**src/rtl/seg_scan_ctrl.sv**
```systemverilog
// Time-multiplexed 7-segment scan controller with double-buffered digit updates.
// Optional build macro: LZ_BLANK_EN (leading-zero suppression on digits above 0).
module seg_scan_ctrl #(
  parameter int NUM_DIGITS = 4,
  parameter int DIGIT_CYC  = 1000,
  parameter int BLANK_CYC  = 16
) (
  input  logic                    clk,
  input  logic                    rst_n,
  input  logic                    en,
  input  logic                    load,
  input  logic [4*NUM_DIGITS-1:0] digits_in,
  output logic [3:0]              bcd_out,
  output logic [NUM_DIGITS-1:0]   dig_n,
  output logic                    upd_done,
  output logic                    pending
);

  localparam int IDX_W = $clog2(NUM_DIGITS);
  localparam int CNT_W = $clog2(DIGIT_CYC);
  localparam logic [CNT_W-1:0] SCAN_LAST = CNT_W'(DIGIT_CYC - BLANK_CYC - 1);
  localparam logic [CNT_W-1:0] SLOT_LAST = CNT_W'(DIGIT_CYC - 1);
  localparam logic [IDX_W-1:0] IDX_LAST  = IDX_W'(NUM_DIGITS - 1);
  localparam logic [4*NUM_DIGITS-1:0] ALL_BLANK = {NUM_DIGITS{4'hF}};

  typedef enum logic [1:0] {
    IDLE  = 2'd0,
    SCAN  = 2'd1,
    BLANK = 2'd2
  } state_t;

  state_t                  state, state_nx;
  logic [IDX_W-1:0]        idx, idx_nx;
  logic [CNT_W-1:0]        cnt, cnt_nx;
  logic [4*NUM_DIGITS-1:0] pend_reg, act_reg, act_nx;
  logic                    wrap, commit;
  logic [NUM_DIGITS-1:0]   dig_n_nx;
  logic [3:0]              bcd_nx;
`ifdef LZ_BLANK_EN
  logic                    lz_blank;
`endif

  // Slot sequencing: cnt runs 0..DIGIT_CYC-1 across SCAN then BLANK.
  always_comb begin
    state_nx = state;
    idx_nx   = idx;
    cnt_nx   = cnt;
    if (!en) begin
      state_nx = IDLE;
      idx_nx   = '0;
      cnt_nx   = '0;
    end else begin
      case (state)
        IDLE: begin
          state_nx = SCAN;
          idx_nx   = '0;
          cnt_nx   = '0;
        end
        SCAN: begin
          cnt_nx = cnt + CNT_W'(1);
          if (cnt == SCAN_LAST) state_nx = BLANK;
        end
        BLANK: begin
          if (cnt == SLOT_LAST) begin
            cnt_nx   = '0;
            idx_nx   = (idx == IDX_LAST) ? '0 : idx + IDX_W'(1);
            state_nx = SCAN;
          end else begin
            cnt_nx = cnt + CNT_W'(1);
          end
        end
        default: begin
          state_nx = IDLE;
          idx_nx   = '0;
          cnt_nx   = '0;
        end
      endcase
    end
  end

  // Commit only at a frame boundary (or immediately while idle) so a frame never mixes values.
  always_comb begin
    wrap   = en && (state == BLANK) && (cnt == SLOT_LAST) && (idx == IDX_LAST);
    commit = pending && ((state == IDLE) || wrap);
    act_nx = commit ? pend_reg : act_reg;
  end

  // Outputs are computed from next-cycle state so the registered outputs line up with state.
  always_comb begin
    dig_n_nx = '1;
    bcd_nx   = 4'hF;
    if (state_nx == SCAN) begin
      for (int i = 0; i < NUM_DIGITS; i++) begin
        if (idx_nx == IDX_W'(i)) begin
          dig_n_nx[i] = 1'b0;
          bcd_nx      = act_nx[4*i +: 4];
        end
      end
    end
`ifdef LZ_BLANK_EN
    lz_blank = (idx_nx != '0);
    for (int i = 0; i < NUM_DIGITS; i++) begin
      if ((IDX_W'(i) >= idx_nx) && (act_nx[4*i +: 4] != 4'h0)) lz_blank = 1'b0;
    end
    if ((state_nx == SCAN) && lz_blank) bcd_nx = 4'hF;
`endif
  end

  always_ff @(posedge clk or negedge rst_n) begin
    if (!rst_n) begin
      state    <= IDLE;
      idx      <= '0;
      cnt      <= '0;
      act_reg  <= ALL_BLANK;
      pend_reg <= ALL_BLANK;
      pending  <= 1'b0;
      upd_done <= 1'b0;
      dig_n    <= '1;
      bcd_out  <= 4'hF;
    end else begin
      state    <= state_nx;
      idx      <= idx_nx;
      cnt      <= cnt_nx;
      act_reg  <= act_nx;
      upd_done <= commit;
      dig_n    <= dig_n_nx;
      bcd_out  <= bcd_nx;
      if (load) pend_reg <= digits_in;
      // A load on the commit edge re-arms pending for the next boundary.
      if (load)        pending <= 1'b1;
      else if (commit) pending <= 1'b0;
    end
  end

endmodule

```
**config.mk**
```make
export PLATFORM = sky130hd
export DESIGN_NAME = seg_scan_ctrl
export DESIGN_NICKNAME = d
export VERILOG_FILES = /design/src/rtl/seg_scan_ctrl.sv
export SDC_FILE = /design/constraint.sdc
export NUM_CORES = 1
export LEC_CHECK = 0
export BUFFER_PORTS_ARGS = -buffer_cell sky130_fd_sc_hd__buf_4
export CELL_PAD_IN_SITES_DETAIL_PLACEMENT = 1
export CELL_PAD_IN_SITES_GLOBAL_PLACEMENT = 2
export CORE_ASPECT_RATIO = 0.6
export CORE_MARGIN = 5
export CORE_UTILIZATION = 39
export CTS_CLUSTER_DIAMETER = 80
export DETAILED_ROUTE_END_ITERATION = 12
export PLACE_DENSITY = 0.76
export SLEW_MARGIN = 20
export SYNTH_ARGS = -nofsm -noshare
export SYNTH_HDL_FRONTEND = slang
export SYNTH_SLANG_ARGS = --single-unit
```
**constraint.sdc**
```tcl
create_clock -name clk -period 3.1 [get_ports clk]
set_input_delay 0.31 -clock clk [delete_from_list [all_inputs] [get_ports clk]]
set_output_delay 0.31 -clock clk [all_outputs]
set_load 0.03 [all_outputs]
```
-- Word level (Yosys, flattened, before mapping)
Index checks and enable logic that the tools add are counted.
- logic and storage cells: 52
- bits in registers: 56
- output and inout bits: 10
- eq/ne operators: 9
- muxes and demuxes: 24
- reduce and logical (&&, ||, !) cells: 8
- $add $sub $neg: 2
- operators with widths (kind ; count):
    $mux 4 ; 6
    $eq 10x10->1 const B ; 2
    $mux 10 ; 2
    $pmux 10 s2 ; 1
    $mux 16 ; 1
    $mux 2 ; 6
    $add 10x1->10 const B ; 1
    $eq 2x2->1 const B ; 4
    $eq 2x1->1 const B ; 3
    $mux 1 ; 6
    $pmux 2 s3 ; 1
    $logic_and 1x1->1 ; 4
    $logic_not 2->1 ; 2
    $pmux 2 s2 ; 1
    $add 2x1->2 const B ; 1
    $reduce_bool 2->1 ; 1
    $logic_or 1x1->1 ; 1

-- Depth between registers and ports, before layout
- word-level depth: 12
- gate-level depth with buffers: 9
- mapped depth without buffers: 8

-- Worst setup path after synthesis
No wires, ideal clock.
- path kind: register to register
- from: register cnt[0]
- to: register bcd_out[0]
- setup slack: 0.809 ns
- setup time: 0.082 ns
- required time: 3.018 ns
- buffers on the path: 0
- data arrival time: 2.209 ns
- cell stages (with the launch flop): 8
- clock period less this slack: 2.291 ns
- cells stage by stage: dfrtp_1 > ha_1 > nand4b_4 > o31a_1 > or2_4 > a22oi_1 > mux2_2 > a211o_1
- longest elaborated chain between the ends: 11
- elaborated cells between the ends (all ways): 24
- ends and longest elaborated chain (element ; line ; source):
    from (decl) ; 34 ; logic [CNT_W-1:0] cnt, cnt_nx;
    from (signal assigned) ; 123 ; cnt <= cnt_nx;
    branches (longest 10 deep; another with $eq 10x10->1) ; - ;
    $mux 4 * ; 92 ; if (state_nx == SCAN) begin
    named net bcd_nx[0] ; 38 ; logic [3:0] bcd_nx;
    to (signal assigned) ; 127 ; bcd_out <= bcd_nx;
    to (decl) ; 13 ; output logic [3:0] bcd_out,
Mark *: on every way through the listed nets, which the timed path passes.
A chain may end at the register's enable or synchronous reset.

-- Final worst setup path
- from: register state[0]
- to: register bcd_out[3]
- elaborated cells between the ends (all ways): 25
- RTL lines (element ; line ; source):
    from (decl) ; 32 ; state_t state, state_nx;
    from (signal assigned) ; 121 ; state <= state_nx;
    $eq 2x2->1 ; 83 ; wrap = en && (state == BLANK) && (cnt == SLOT_LAST) && (idx == IDX_LAST);
    $logic_and 1x1->1 (3 in series) ; 83 ;
    $logic_or 1x1->1 * ; 84 ; commit = pending && ((state == IDLE) || wrap);
    $logic_and 1x1->1 * ; 84 ;
    $mux 16 * ; 85 ; act_nx = commit ? pend_reg : act_reg;
    named net act_nx[15] ; 35 ; logic [4*NUM_DIGITS-1:0] pend_reg, act_reg, act_nx;
    $mux 4 * ; 94 ; if (idx_nx == IDX_W'(i)) begin
    $mux 4 * ; 92 ;
    named net bcd_nx[3] ; 38 ;
Mark *: on every way through the listed nets, which the timed path passes. The rest lies on a longest branch.

==> flow_metrics.py <==
metrics = {
    "outcome": {
        "status": "complete, no violations",
    },
    "cells_and_area": {
        "antenna_cells": 0,
        "syn2layout_area_growth_pct": 16.4,
        "final_area_um2": 3040,
        "layout-drive-gt1-share_pct": 49.6,
        "nFillCells": 706,
        "final_nets": 265,
        "fin_util_pct": 46.1,
    },
    "sta": {
        "layout_setup_ws_ps": 596,
        "grt_setup_unrepaired": "no",
        "final_max_slew_viol_count": 0,
        "tightestPinTransition_ps": 696,
        "fin_crit_ps": 2500,
        "setup_viol_count_final": 0,
        "hold_violations": 0,
        "min_period_over_period_pct": 80.8,
        "skew_ps": 9.55,
        "relSlewSlack_pct": 53.6,
        "fmax_mhz": 399,
        "setup_tns_ps": 0,
    },
    "cts": {
        "clkTransAtPathRegs_ps": 110,
        "post-cts-setup-buffers": 0,
        "cts_root_buf": "clkbuf_8",
        "cts_buffer_depth": 2,
        "cts_hold_buf": 0,
        "cts_tree": "built",
        "cts_inserted_buffers": 5,
        "h-tree-depth": 2,
        "cts.sinks": 56,
        "ctsResizeCount": 0,
        "clk-insertion-delay-late_ps": 320,
    },
    "place": {
        "place_hpwl_mm": 4.17,
        "place_ws_ps": 600,
        "place_area_um2": 2930,
        "gp_congestion": 0.782,
        "io_buffers": 29,
    },
    "drt": {
        "routed_wl_mm": 5.62,
        "drc": 0,
        "antenna_left": 0,
        "wl_per_cell_um": 17.2,
        "dr_total_vias": 1651,
        "routed_via_density": 5.05,
        "firstDrtPassIters": 4,
        "drtIter0Drc": 64,
    },
    "logic_synthesis": {
        "netlist_area_um2": 2610,
        "synth_top_family_by_area": "multiplexers",
        "avgSynthCellArea_um2": 12.7,
        "yosys.area_share.simple_pct": 13.6,
        "synth_mux_area_share_pct": 15.1,
        "synth-compound-area-share_pct": 7.77,
        "synthesis.nets": 231,
        "ys_ff_latch": 56,
        "synth_adder_area_share_pct": 2.88,
        "synth_warnings": 0,
        "yosysSeqAreaShare_pct": 55.6,
        "synth-xor-area-share_pct": 2.68,
        "syn_inst": 205,
        "synth_cell_types": 46,
    },
    "setup_path": {
        "critPathRequiredTime_ps": 3360,
        "r2r_slack_ps": 600,
        "end_kind": "flip-flop",
        "criticalPathCategory": "reg2reg",
        "arrival_ps": 2760,
        "path_max_fanout": 9,
        "critPathLaunchType": "flip-flop",
    },
    "grt": {
        "grt_pass1_wl_mm": 9.43,
        "grt_pass1_vias": 1788,
        "grt_max_degree": 57,
        "grt_usage_pct": 14.7,
        "overflow": 0,
        "antenna_found_initial": 0,
    },
    "power_and_ir_drop": {
        "power_density_nw_per_um2": 548,
        "ir_drop_uv": 233,
        "p_leak_nw": 1.36,
    },
    "floorplanning": {
        "die_area_um2": 8480,
        "top_level_ports": 30,
        "fp.dieH_um": 73.4,
        "rows": 23,
        "die_w_um": 116,
        "core_area_um2": 6590,
        "start_util_pct": 39.6,
    },
    "job": {
        "drv_cap": 0,
    },
    "min_path": {
        "min_path_type": "in2async",
    },
}
-- power breakdown --
group	leakage [nW]	switching (mW)	internal, mW	total (mW)
combinational	0.666	0.152	0.131	0.283
sequential	0.638	0.0341	0.880	0.914
clock	0.0530	0.258	0.211	0.469
total	1.36	0.444	1.22	1.67
-- routing by layer --
layer | up-vias | part of all wire (%) | global-route usage (%)
li1 | 795 | - | -
met1 | 824 | 56 | 23.5
met2 | 24 | 38 | 18.9
met3 | 8 | 3.9 | 3.62
met4 | 0 | 1.6 | 4.63
met5 | - | 0 | 0
-- critical path: stages, from the launching register on --
cell     delay, ps
dfrtp_1        420
inv_1           80
ha_1           300
nand2_1        190
nor4_4          70
nor2_2         390
mux2_2         410
mux2_1         300
a211o_1        290
-- stage by stage --
step / cells / total power, mW / hold WS, ps
floorplan: 205 / 1.10 / 14.4
global placement: 319 / 1.21 / 409
detailed placement: 319 / 1.21 / 408
CTS: 327 / 1.69 / 47.0
global route: 327 / 1.76 / 56.7
finish: 327 / 1.67 / 12.5
-- cell type report --
cell class / instances / area (µm²) / area share, %
clock buffers: 6 / 93.8 / 3.09
clock inverters: 2 / 16.3 / 0.535
inverters: 11 / 41.3 / 1.36
multi-input cells: 134 / 1090 / 36.0
flip-flops and latches: 56 / 1450 / 47.8
well taps: 87 / 109 / 3.58
repair buffers: 31 / 233 / 7.66
-- path summary, 6_finish.rpt --
check | endpoint | from | cells after the start
setup / recovery | bcd_out[3] | state[0] | 8
hold reg to reg | cnt[0] | cnt[0] | 1
hold / removal | cnt[4] | rst_n | 1
max in group asynchronous | upd_done | rst_n | 1
min in group clk | pend_reg[15] | digits_in[15] | 2
setup reg to reg | bcd_out[3] | state[0] | 8
-- synth_stat cells (all sizes together) --
cell type | instances | area [µm²]
dfstp | 40 | 1050
mux2 | 28 | 323
dfrtp | 16 | 400
nor2 | 14 | 62.6
nand2 | 12 | 45.0
inv | 11 | 41.3
nand3 | 11 | 55.1
mux2i | 7 | 70.1
ha | 6 | 75.1
o21ai | 4 | 20.0
xnor2 | 4 | 35.0
xor2 | 4 | 35.0
a211o | 3 | 26.3
and3 | 3 | 20.0
clkbuf | 3 | 11.3
nor2b | 3 | 18.8
o211ai | 3 | 22.5
o32ai | 3 | 26.3
a21bo | 2 | 20.0
a21oi | 2 | 10.0
a22o | 2 | 18.8
a22oi | 2 | 15.0
a31oi | 2 | 12.5
and2 | 2 | 12.5
nand4b | 2 | 47.6
nor3 | 2 | 10.0
or2 | 2 | 15.0
or3 | 2 | 12.5
and4b | 1 | 11.3
buf | 1 | 11.3
nand2b | 1 | 6.26
nor3b | 1 | 7.51
nor4 | 1 | 21.3
o21bai | 1 | 7.51
o22ai | 1 | 6.26
o311ai | 1 | 8.76
o31a | 1 | 8.76
or4 | 1 | 8.76
-- cell families after synthesis --
kind of cell,after synthesis
muxes,35
and+or+nand+nor,58
AOI/OAI and AO/OA,27
DFF,56
buffers and inverters,15
xor gates and xnor gates,8
adders and majority gates,6
-- placed cells by master, fill, tap and decap left out, types with 3 or more instances in the layout --
master,Yosys,final
xor2_1,4,4
o32ai_1,3,3
mux2_2,25,25
o21ai_0,4,4
nand2_1,12,12
nor2_1,12,12
inv_1,11,11
a211o_1,3,3
nand3_1,11,11
mux2i_1,7,7
xnor2_1,4,4
nor2b_1,3,3
ha_1,6,6
o211ai_1,3,3
dfrtp_1,16,16
buf_4,0,31
clkbuf_8,0,5
dfstp_2,40,40
No activity file was read; power rests on OpenSTA's default activity.
